### config.mk
export PLATFORM = sky130hd
export DESIGN_NAME = axi4_lite_master
export DESIGN_NICKNAME = d
export VERILOG_FILES = /design/src/rtl/axi4_lite_pkg.sv /design/src/rtl/axi4_lite_master.sv
export SDC_FILE = /design/constraint.sdc
export NUM_CORES = 1
export LEC_CHECK = 0
export CORE_MARGIN = 1.5
export CORE_UTILIZATION = 37
export DETAILED_ROUTE_END_ITERATION = 10
export PLACE_DENSITY_LB_ADDON = 0.12
export SYNTH_ARGS = -nofsm -noshare
export SYNTH_HDL_FRONTEND = slang
export SYNTH_SLANG_ARGS = --single-unit
### constraint.sdc
create_clock -name ACLK -period 2 [get_ports ACLK]
set_clock_uncertainty 0.15 [all_clocks]
set_input_delay 0.3 -clock ACLK [delete_from_list [all_inputs] [get_ports ACLK]]
set_output_delay 0.3 -clock ACLK [all_outputs]
set_load 0.01 [all_outputs]
### src/rtl/axi4_lite_pkg.sv
// Shared types and response codes for the AXI4-Lite master.
package axi4_lite_pkg;

    typedef enum logic [2:0] {
        IDLE  = 3'd0,
        WRITE = 3'd1,
        WRESP = 3'd2,
        RADDR = 3'd3,
        RDATA = 3'd4,
        RESP  = 3'd5
    } state_e;

    localparam logic [1:0] RESP_OKAY   = 2'b00;
    localparam logic [1:0] RESP_EXOKAY = 2'b01;
    localparam logic [1:0] RESP_SLVERR = 2'b10;
    localparam logic [1:0] RESP_DECERR = 2'b11;

endpackage

### src/rtl/axi4_lite_master.sv
// Single-outstanding AXI4-Lite master: one command in, one AXI transaction out,
// one response back. All AXI VALID/READY outputs are decodes of registered state.
module axi4_lite_master
    import axi4_lite_pkg::*;
#(
    parameter int ADDRESS    = 32,
    parameter int DATA_WIDTH = 32
) (
    input  logic                      ACLK,
    input  logic                      ARESET,

    input  logic                      cmd_valid,
    output logic                      cmd_ready,
    input  logic                      cmd_write,
    input  logic [ADDRESS-1:0]        cmd_addr,
    input  logic [DATA_WIDTH-1:0]     cmd_wdata,
    input  logic [DATA_WIDTH/8-1:0]   cmd_wstrb,

    output logic                      rsp_valid,
    input  logic                      rsp_ready,
    output logic [DATA_WIDTH-1:0]     rsp_rdata,
    output logic [1:0]                rsp_resp,

    output logic [ADDRESS-1:0]        M_AWADDR,
    output logic                      M_AWVALID,
    input  logic                      M_AWREADY,

    output logic [DATA_WIDTH-1:0]     M_WDATA,
    output logic [DATA_WIDTH/8-1:0]   M_WSTRB,
    output logic                      M_WVALID,
    input  logic                      M_WREADY,

    input  logic [1:0]                M_BRESP,
    input  logic                      M_BVALID,
    output logic                      M_BREADY,

    output logic [ADDRESS-1:0]        M_ARADDR,
    output logic                      M_ARVALID,
    input  logic                      M_ARREADY,

    input  logic [DATA_WIDTH-1:0]     M_RDATA,
    input  logic [1:0]                M_RRESP,
    input  logic                      M_RVALID,
    output logic                      M_RREADY
);

    localparam int STRB_W = DATA_WIDTH / 8;

    state_e                 state_q,  state_d;
    logic [ADDRESS-1:0]     addr_q,   addr_d;
    logic [DATA_WIDTH-1:0]  wdata_q,  wdata_d;
    logic [STRB_W-1:0]      wstrb_q,  wstrb_d;
    logic [DATA_WIDTH-1:0]  rdata_q,  rdata_d;
    logic [1:0]             resp_q,   resp_d;
    logic                   aw_done_q, aw_done_d;
    logic                   w_done_q,  w_done_d;

    always_ff @(posedge ACLK) begin
        if (ARESET) begin
            state_q   <= IDLE;
            addr_q    <= '0;
            wdata_q   <= '0;
            wstrb_q   <= '0;
            rdata_q   <= '0;
            resp_q    <= RESP_OKAY;
            aw_done_q <= 1'b0;
            w_done_q  <= 1'b0;
        end else begin
            state_q   <= state_d;
            addr_q    <= addr_d;
            wdata_q   <= wdata_d;
            wstrb_q   <= wstrb_d;
            rdata_q   <= rdata_d;
            resp_q    <= resp_d;
            aw_done_q <= aw_done_d;
            w_done_q  <= w_done_d;
        end
    end

    always_comb begin
        state_d   = state_q;
        addr_d    = addr_q;
        wdata_d   = wdata_q;
        wstrb_d   = wstrb_q;
        rdata_d   = rdata_q;
        resp_d    = resp_q;
        aw_done_d = aw_done_q;
        w_done_d  = w_done_q;

        case (state_q)
            IDLE: begin
                if (cmd_valid) begin
                    addr_d    = cmd_addr;
                    wdata_d   = cmd_wdata;
                    wstrb_d   = cmd_wstrb;
                    aw_done_d = 1'b0;
                    w_done_d  = 1'b0;
                    state_d   = cmd_write ? WRITE : RADDR;
                end
            end
            WRITE: begin
                // Each channel retires independently; both may finish in one cycle.
                if (M_AWVALID && M_AWREADY) aw_done_d = 1'b1;
                if (M_WVALID && M_WREADY)   w_done_d  = 1'b1;
                if (aw_done_d && w_done_d)  state_d   = WRESP;
            end
            WRESP: begin
                if (M_BVALID) begin
                    resp_d  = M_BRESP;
                    rdata_d = '0;
                    state_d = RESP;
                end
            end
            RADDR: begin
                if (M_ARREADY) state_d = RDATA;
            end
            RDATA: begin
                if (M_RVALID) begin
                    rdata_d = M_RDATA;
                    resp_d  = M_RRESP;
                    state_d = RESP;
                end
            end
            RESP: begin
                if (rsp_ready) state_d = IDLE;
            end
            default: state_d = IDLE;
        endcase
    end

    // Gating with ARESET keeps cmd_ready low for the whole reset pulse.
    assign cmd_ready = (state_q == IDLE) && !ARESET;
    assign rsp_valid = (state_q == RESP);
    assign rsp_rdata = rdata_q;
    assign rsp_resp  = resp_q;

    assign M_AWADDR  = addr_q;
    assign M_AWVALID = (state_q == WRITE) && !aw_done_q;
    assign M_WDATA   = wdata_q;
    assign M_WSTRB   = wstrb_q;
    assign M_WVALID  = (state_q == WRITE) && !w_done_q;
    assign M_BREADY  = (state_q == WRESP);
    assign M_ARADDR  = addr_q;
    assign M_ARVALID = (state_q == RADDR);
    assign M_RREADY  = (state_q == RDATA);

endmodule

### After elaboration in Yosys (flattened, before gate mapping)

Cells that the tools add are included.

* word-level logic and storage cells: 56
* input port bits: 114
* output and inout bits: 141
* register bits: 107

* equality and inequality tests: 11
* muxes and demuxes: 21
* reductions and logical operators: 16

Operators by type and width (count)
* $mux 32: 2
* $pmux 32 s2: 1
* $mux 3: 6
* $pmux 3 s6: 1
* $ne 2x2->1 const B: 4
* $eq 3x2->1 const B: 2
* $eq 3x3->1 const B: 2
* $logic_and 1x1->1: 6
* $mux 2: 3
* $reduce_and 6->1: 1
* $mux 1: 5
* $ne 2x1->1 const B: 2
* $pmux 1 s2: 2
* $pmux 2 s2: 1
* $reduce_and 2->1: 2
* $reduce_bool 2->1: 2
* $eq 3x1->1 const B: 1
* $logic_not 1->1: 3
* $logic_not 3->1: 1
* $reduce_and 3->1: 1

### Depth between registers and ports, before layout

Gate-level depths: netlist (run 1).

* depth after elaboration: 8
* mapped depth: 7
* depth with buffers taken out: 4

### Least setup slack after synthesis (run 1)

OpenSTA, ideal clock, no wires.

* path kind: register -> register
* start: register state_q[2]
* end: register rdata_q[10], in the netlist rsp_rdata[10]
* stages on the path, launching flop included: 8
* data arrival time: 1.204 ns
* required time: 1.722 ns
* path buffers: 3
* library setup time: 0.128 ns
* slack: 0.518 ns
* path through: dfxtp_1 > buf_4 > nand3b_1 > a21o_1 > buf_6 > buf_2 > a22oi_1 > nor2_1

* longest elaborated chain between the ends: 3

Ends and longest elaborated chain
* start, declared: line axi4_lite_master.sv:49 `state_e state_q, state_d;`
* start signal, assigned: line axi4_lite_master.sv:69 `state_q <= state_d;`
* $eq 3x3->1 or $eq 3x2->1 (tied branches): line axi4_lite_master.sv:90 `case (state_q)`
* $ne 2x2->1 (no source line) or $reduce_bool 2->1 (tied branches)
* $reduce_and 3->1 (no source line)
* end signal, assigned: line axi4_lite_master.sv:73 `rdata_q <= rdata_d;`
* end, declared: line axi4_lite_master.sv:53 `logic [DATA_WIDTH-1:0] rdata_q, rdata_d;`

Parallel ways exist; a longest one is shown, timed or not.
A chain may end at the register's enable or synchronous reset.

### Worst setup path after layout (run 1)

* start: register state_q[1]
* end: output port M_ARVALID

* longest elaborated chain between the ends: 1

Ends and longest elaborated chain
* $eq 3x2->1: line axi4_lite_master.sv:144 `assign M_ARVALID = (state_q == RADDR);`
* end, declared: line axi4_lite_master.sv:38 `output logic M_ARVALID,`

No other way between the ends.

==> summary.md, run 1 <==
| Metric | Value |
|---|---|
| Sw frac | 0.302 |
| Placed Cells | between 800 and 900 |
| Clock Power Share | 0.237 |
| Final Non-Filler Cells | 843 |
| Sequential cell area | 0.00215 mm² |
| Worst EP required | 1.55 ns |
| Syn nets | between 600 and 700 |
| Area grow syn2layout | 63.6% |
| Port Buffers | 254 |
| DP Area | 0.00654 mm² |
| Clk buf depth | 2 |
| Net Sw Power | about 0.0016 W |
| Ys flop type | dfxtp_1 |
| Die area | 0.0118 mm² |
| Root Buffer | clkbuf_8 |
| Layout cells sized above 1 | 0.0569 |
| CTS Sinks | about 110 |
| Area of the multi-input gates | 0.00155 mm² |
| H-Tree Level Count | 3 |
| Final Cycle Share | 0.927 |
| Detail Route Antenna Nets | 0 |
| Core area | between 0.01 and 0.015 mm² |
| Outcome | complete, no violations |
| Starting Density | 0.380 |
| Setup_tns | 0 ns |
| WL/cell | 14.4 µm |
| Syn Inst Count | roughly 490 |
| Fillers | 953 |
| Fin. max-slew vios | 0 |
| Leak pwr | approximately 2.5 nW |
| WL final | 12100 µm |
| Final hold violations | 0 |
| DR vias/cell | approximately 4.7 |
| RD Place Congestion | between 0.7 and 0.8 |
| Post CTS Setup Buffer Count | 0 |
| Antenna violations before repair | 0 |
| Peak VDD IR | between 0.5 and 0.6 mV |
| Crit Path Category | reg2out |
| Clk pin slew, worst setup/hold paths | about 0.09 ns |
| Max-Cap Viols | 0 |
| R2R depth | 6 |
| Share of total power in combinational logic | 0.307 |
| Yosys cell types | 27 |
| Final instance area | ~0.0067 mm² |
| Fmax | 540 MHz |
| DP HPWL | 8750 µm |
| Share of the yosys chip area belonging to registers | 0.520 |
| Min-Delay Path Depth | 2 |
| CP max FO | 7 |
| Initial DRC count | 218 |
| Largest net degree at the start of global routing | 108 |
| GRT overflow | 0 |
| Vias in the first global route | between 3000 and 4000 |
| TritonCTS clock tree | built |
| Worst-margin pin slew | approximately 1.1 ns |
| YS warnings | 0 |
| CTS buffer count | 9 |
| Synth area leader | dfxtp_1 |
| Total number of vias | 3998 |
| Row count | 38 |
| Crit path launch type | flip-flop |
| Slew headroom | 0.256 |
| DRC viols | 0 |
| IO Pins | 255 |
| FF+latch count, synth | between 100 and 150 |
| Clk_lat worst skew | between 0.3 and 0.4 ns |
| Seq pwr share | 0.456 |
| Min-delay worst type | reg2reg |
| Commonest cells in the netlist | nand2_1, dfxtp_1, a21oi_1, nor2_1, buf_4 |
| Crit path DAT | about 1.4 ns |
| Ant diodes | 0 |
| Total Power | between 0.005 and 0.006 W |
| Final hold slack | 0.308 ns |
| First-pass DRT Iterations | 5 |
| Power per Cell Area | slightly above 800 mW/mm² |
| Worst setup EP type | output pin |
| Synth top area cells | dfxtp_1, nand2_1, a21oi_1, buf_4, a22oi_1 |
| Final setup fails | 0 |
| Global-route wire length before repair | 18600 µm |
| Syn Area/Cell | about 8.4 µm² |
| RSZ-0062 raised after global routing | false |
| Number of synthesized flops with an enable pin | 0 |
| Async set-reset flop share out of synthesis | 0 |
| Die Wd | approximately 110 µm |
| Total GRT Usage | 0.199 |
| Post-layout minimum cycle time | roughly 1.9 ns |
| Top-count cell post-synth | nand2_1 |
| Synthesized cell area | around 0.0041 mm² |
| Die height | 109 µm |
| Layout Nets | 812 |
| Top-area cell type share of the netlist area | 0.520 |
| Internal power | approximately 0.0038 W |
registers in the layout, indices dropped and copies added, names as in the netlist:
signal     flops
M_WDATA       32
rsp_resp       2
M_WSTRB        4
M_ARADDR      32
aw_done_q      1
rsp_rdata     32
w_done_q       1
state_q        3
timing repair:
item	4_1_cts	5_1_grt
endpoints found under the setup margin	7	0
endpoints found under the hold margin	0	0
gates resized for setup	14	0
hold buffers	0	0
metal layers:
layer	track usage	part of all wire	routed length (µm)
met2	0.363	0.52	6270
met1	0.222	0.38	4620
met3	0.0530	0.082	994
met5	0	0	0
met4	0.0695	0.019	231
power by group through the flow:
stage | Clock, W | Sequential (W) | Combinational, W
after CTS | 0.00134 | 0.00249 | 0.00169
after floorplan | 0 | 0.00258 | 0.000772
final | 0.00129 | 0.00248 | 0.00167
after global routing | 0.00141 | 0.00251 | 0.00183
after global placement | 0 | 0.00251 | 0.00168
after detailed placement | 0 | 0.00253 | 0.00170
critical path, cell delays in order (launching register included):
cell and delay [ns]:
dfxtp_2 0.39, nor2b_1 0.20, and2_1 0.16, dlygate4sd2_1 0.30
final cells by class:
cell class,instances,area share
flip-flops and latches,107,0.319
well taps,140,0.0260
repair buffers,265,0.397
clock buffers,11,0.0225
multi-input cells,315,0.229
clock inverters,5,0.00649
worst paths after layout:
| path | startpoint | to | slack [ns] |
|---|---|---|---|
| worst min-delay path | M_WDATA[20]$_SDFFE_PP0P_ | M_WDATA[20]$_SDFFE_PP0P_ | 0.31 |
| worst min register to register | M_WDATA[20]$_SDFFE_PP0P_ | M_WDATA[20]$_SDFFE_PP0P_ | 0.31 |
| worst max-delay path | state_q[1]$_SDFFE_PP0P_ | M_ARVALID | 0.15 |
| worst max register to register | state_q[1]$_SDFFE_PP0P_ | M_WDATA[4]$_SDFFE_PP0P_ | 0.25 |
cell usage in the layout, fill, tap and decap left out:
cell type / netlist / final
clkdlybuf4s50_1: 0 / 246
nand2_1: 139 / 138
dfxtp_1: 107 / 104
a21oi_1: 73 / 73
nor2_1: 39 / 38
a22oi_1: 33 / 33
clkbuf_8: 0 / 11
buf_4: 34 / 7
dlygate4sd2_1: 0 / 7
buf_12: 0 / 5
and2_1: 5 / 4
mux2i_1: 4 / 4
nor3_1: 3 / 3
nand2b_1: 3 / 3
inv_6: 0 / 3
nand3b_1: 2 / 2
mux2_2: 2 / 2
clkinv_4: 0 / 2
dfxtp_4: 0 / 2
nor2b_1: 1 / 1
nor2_2: 0 / 1
nor3b_2: 1 / 1
and3b_1: 1 / 1
nor4_2: 0 / 1
and2_2: 0 / 1
nand2_2: 0 / 1
a21o_1: 1 / 1
nor4bb_1: 1 / 1
nor4b_2: 1 / 1
a211oi_2: 1 / 1
o22ai_1: 1 / 1
nand3_1: 1 / 1
a22o_1: 1 / 1
a221o_1: 1 / 1
dfxtp_2: 0 / 1
kinds of logic after synthesis:
logic type             share of synthesized area
AO/OA/AOI/OAI                              0.160
flip-flops                                 0.520
multiplexers                              0.0152
AND/OR/NAND/NOR                            0.197
buffers and inverters                      0.109
metrics by stage:
step           utilization  setup slack, ns
2_1_floorplan            -            0.518
6_report             0.622            0.147
3_5_place_dp         0.603            0.142
5_1_grt              0.622           0.0503
4_1_cts              0.622            0.128
3_3_place_gp         0.603            0.175
No activity file was read; power rests on OpenSTA's default activity.
==> run 2: changes to the inputs <==
PLACE_DENSITY = 0.8   (was unset)
PLACE_DENSITY_LB_ADDON = unset   (was 0.12)
==> run 2 against run 1 <==
  * Power up 5.4%
  * Worst hold slack improved by 0.00083 ns
  * Critical path depth stayed put
  * First-iteration DRC count is 15% lower
  * Flip-flop and latch count is the same
  * Global-route usage is 0.29 points higher
  * Fmax fell by 1.6%
  * Critical endpoint is now M_RREADY
  * Clock-buffer cell count did not move
  * Non-clock buffer count is 1 higher
  * Via count grew 1.9%
  * Sequential power barely moved
==> summary.md, run 2 (synthesis gave the netlist of run 1 again) <==
| Metric | Value |
|---|---|
| Outcome | complete, no violations (unchanged) |
| IO Pins | 255 (unchanged) |
| Max-Cap Viols | 0 (unchanged) |
| Antenna violations before repair | 0 (unchanged) |
| Row count | 38 (unchanged) |
| CTS Sinks | 107 (unchanged) |
| Final hold violations | 0 (unchanged) |
| DR vias/cell | 4.83 (was 4.74) |
| Commonest non-fill, non-tap cell in the layout | clkdlybuf4s50_1 (unchanged) |
| DRC viols | 0 (unchanged) |
| RD Place Congestion | 0.777 (was 0.710) |
| Setup_tns | 0 ns (unchanged) |
| Port Buffers | 254 (unchanged) |
| CP max FO | 9 (was 7) |
| Total number of vias | 4073 (was 3998) |
| Die height | 109 µm (unchanged) |
| CTS-repair resized insts | 12 (was 14) |
| Worst r2r dst | M_WDATA[3]$_SDFFE_PP0P_ (was M_WDATA[4]$_SDFFE_PP0P_) |
| Min-delay worst type | reg2reg (unchanged) |
| Clk buf depth | 2 (unchanged) |
| R2R depth | 6 (unchanged) |
| Area grow syn2layout | 64.3% (was 63.6%) |
| Die Wd | 109 µm (unchanged) |
| Detail Route Antenna Nets | 0 (unchanged) |
| Crit path DAT | 1.43 ns (was 1.40 ns) |
| Peak VDD IR | 0.500 mV (was 0.520 mV) |
| Worst setup EP type | output pin (unchanged) |
| Fillers | 934 (was 953) |
| Initial DRC count | 185 (was 218) |
| Post-layout minimum cycle time | 1.88 ns (was 1.85 ns) |
| Final setup fails | 0 (unchanged) |
| Min-Delay Path Depth | 2 (unchanged) |
| Leak pwr | 2.48 nW (was 2.47 nW) |
| Utilization after layout | 0.625 (was 0.622) |
| Total GRT Usage | 0.202 (was 0.199) |
| First-pass DRT Iterations | 4 (was 5) |
| Hold Path End | M_WDATA[4]$_SDFFE_PP0P_ (was M_WDATA[20]$_SDFFE_PP0P_) |
| Reg2Reg Setup Slack | 0.29 ns (was 0.25 ns) |
| Die area | 0.0118 mm² (unchanged) |
| Fin. max-slew vios | 0 (unchanged) |
| Commonest non-fill, non-tap cells in the layout | clkdlybuf4s50_1, nand2_1, dfxtp_1 (unchanged) |
| Core area | 0.0108 mm² (unchanged) |
| GRT overflow | 0 (unchanged) |
| Crit path launch type | flip-flop (unchanged) |
| Root Buffer | clkbuf_8 (unchanged) |
| Final Cycle Share | 0.942 (was 0.927) |
| Start point of the worst hold path | M_WDATA[4]$_SDFFE_PP0P_ (was M_WDATA[20]$_SDFFE_PP0P_) |
| Layout cells sized above 1 | 0.0541 (was 0.0569) |
| H-Tree Level Count | 3 (unchanged) |
| CTS buffer count | 9 (unchanged) |
| WL final | 12400 µm (was 12100 µm) |
| DP HPWL | 8940 µm (was 8750 µm) |
| Layout Nets | 813 (was 812) |
| Slew headroom | 0.280 (was 0.256) |
| Ant diodes | 0 (unchanged) |
| Starting Density | 0.380 (unchanged) |
| Worst-margin pin slew | 1.08 ns (was 1.12 ns) |
| Fmax | 531 MHz (was 540 MHz) |
| Vias in the first global route | 3976 (was 3794) |
| WL/cell | 14.7 µm (was 14.4 µm) |
| RSZ-0062 raised after global routing | false (unchanged) |
| Power per Cell Area | 847 mW/mm² (was 807 mW/mm²) |
| Largest net degree at the start of global routing | 108 (unchanged) |
| Worst EP required | 1.55 ns (about the same) |
| TritonCTS clock tree | built (unchanged) |
| Clk_lat worst skew | 0.36 ns (was 0.35 ns) |
| FF-to-FF Start | state_q[1]$_SDFFE_PP0P_ (unchanged) |
| Global-route wire length before repair | 18900 µm (was 18600 µm) |
| Clk pin slew, worst setup/hold paths | 0.10 ns (was 0.09 ns) |
| Hold Buf Count CTS | 0 (unchanged) |
| Post CTS Setup Buffer Count | 0 (unchanged) |
| Crit Path Category | reg2out (unchanged) |
[run 2: cell count changes in the layout (fill, tap and decap cells not counted), moves of 2 or more]
cell	delta
buf_4	+3
bufinv_16	+3
inv_6	-3
buf_12	-2
clkinv_4	-2
dlygate4sd2_1	-2
[run 2: how the worst max path moves through the flow]
stage                             from                    endpoint  slack [ns]  depth (start not counted)
3_5_place_dp   state_q[2]$_SDFFE_PP0P_                    M_RREADY        0.02                          2
4_1_cts        state_q[1]$_SDFFE_PP0P_                    M_WVALID        0.07                          5
2_1_floorplan  state_q[2]$_SDFFE_PP0P_  rsp_rdata[10]$_SDFFE_PP0P_        0.52                          7
6_report       state_q[1]$_SDFFE_PP0P_                    M_RREADY        0.12                          3
5_1_grt        state_q[1]$_SDFFE_PP0P_                   M_AWVALID       0.003                          5
3_3_place_gp   state_q[2]$_SDFFE_PP0P_                    M_RREADY        0.07                          2
[run 2: report_power, final]
| part | total (W) | leakage [nW] | internal (W) | switching, W |
|---|---|---|---|---|
| registers | 0.00248 | 0.873 | 0.00233 | 0.000147 |
| clock network | 0.00159 | 0.122 | 0.000893 | 0.000696 |
| logic | 0.00167 | 1.48 | 0.000911 | 0.000756 |
[run 2: area by class of cell]
type | count | area (µm²) | area share
Clock buffer | 11 | 151 | 0.0224
Timing Repair Buffer | 266 | 2660 | 0.392
Tap cell | 140 | 175 | 0.0259
Sequential cell | 107 | 2150 | 0.317
Multi-Input combinational cell | 315 | 1540 | 0.228
Clock inverter | 4 | 97.6 | 0.0144
[run 2: critical path: stages, from the launching register on]
cell and delay [ns]:
dfxtp_1 0.33, buf_4 0.17, nor3b_4 0.26, dlygate4sd2_1 0.31
[run 2: through the flow]
step	instances	power, W	hold WS, ns	worst slack (ns)	instance area (µm²)
after floorplan	492	0.00335	0.286	0.518	4120
after global placement	828	0.00417	0.291	0.0657	6520
after detailed placement	828	0.00422	0.298	0.0160	6520
after CTS	843	0.00581	0.306	0.0716	6780
after global routing	843	0.00606	0.315	0.00319	6770
final	843	0.00574	0.309	0.117	6770
[run 2: routing by layer]
layer,part of all wire,vias to the layer above,track usage
met5,0,-,0
met4,0.023,0,0.0902
met2,0.52,154,0.365
met3,0.078,24,0.0555
li1,-,2000,-
met1,0.38,1895,0.219
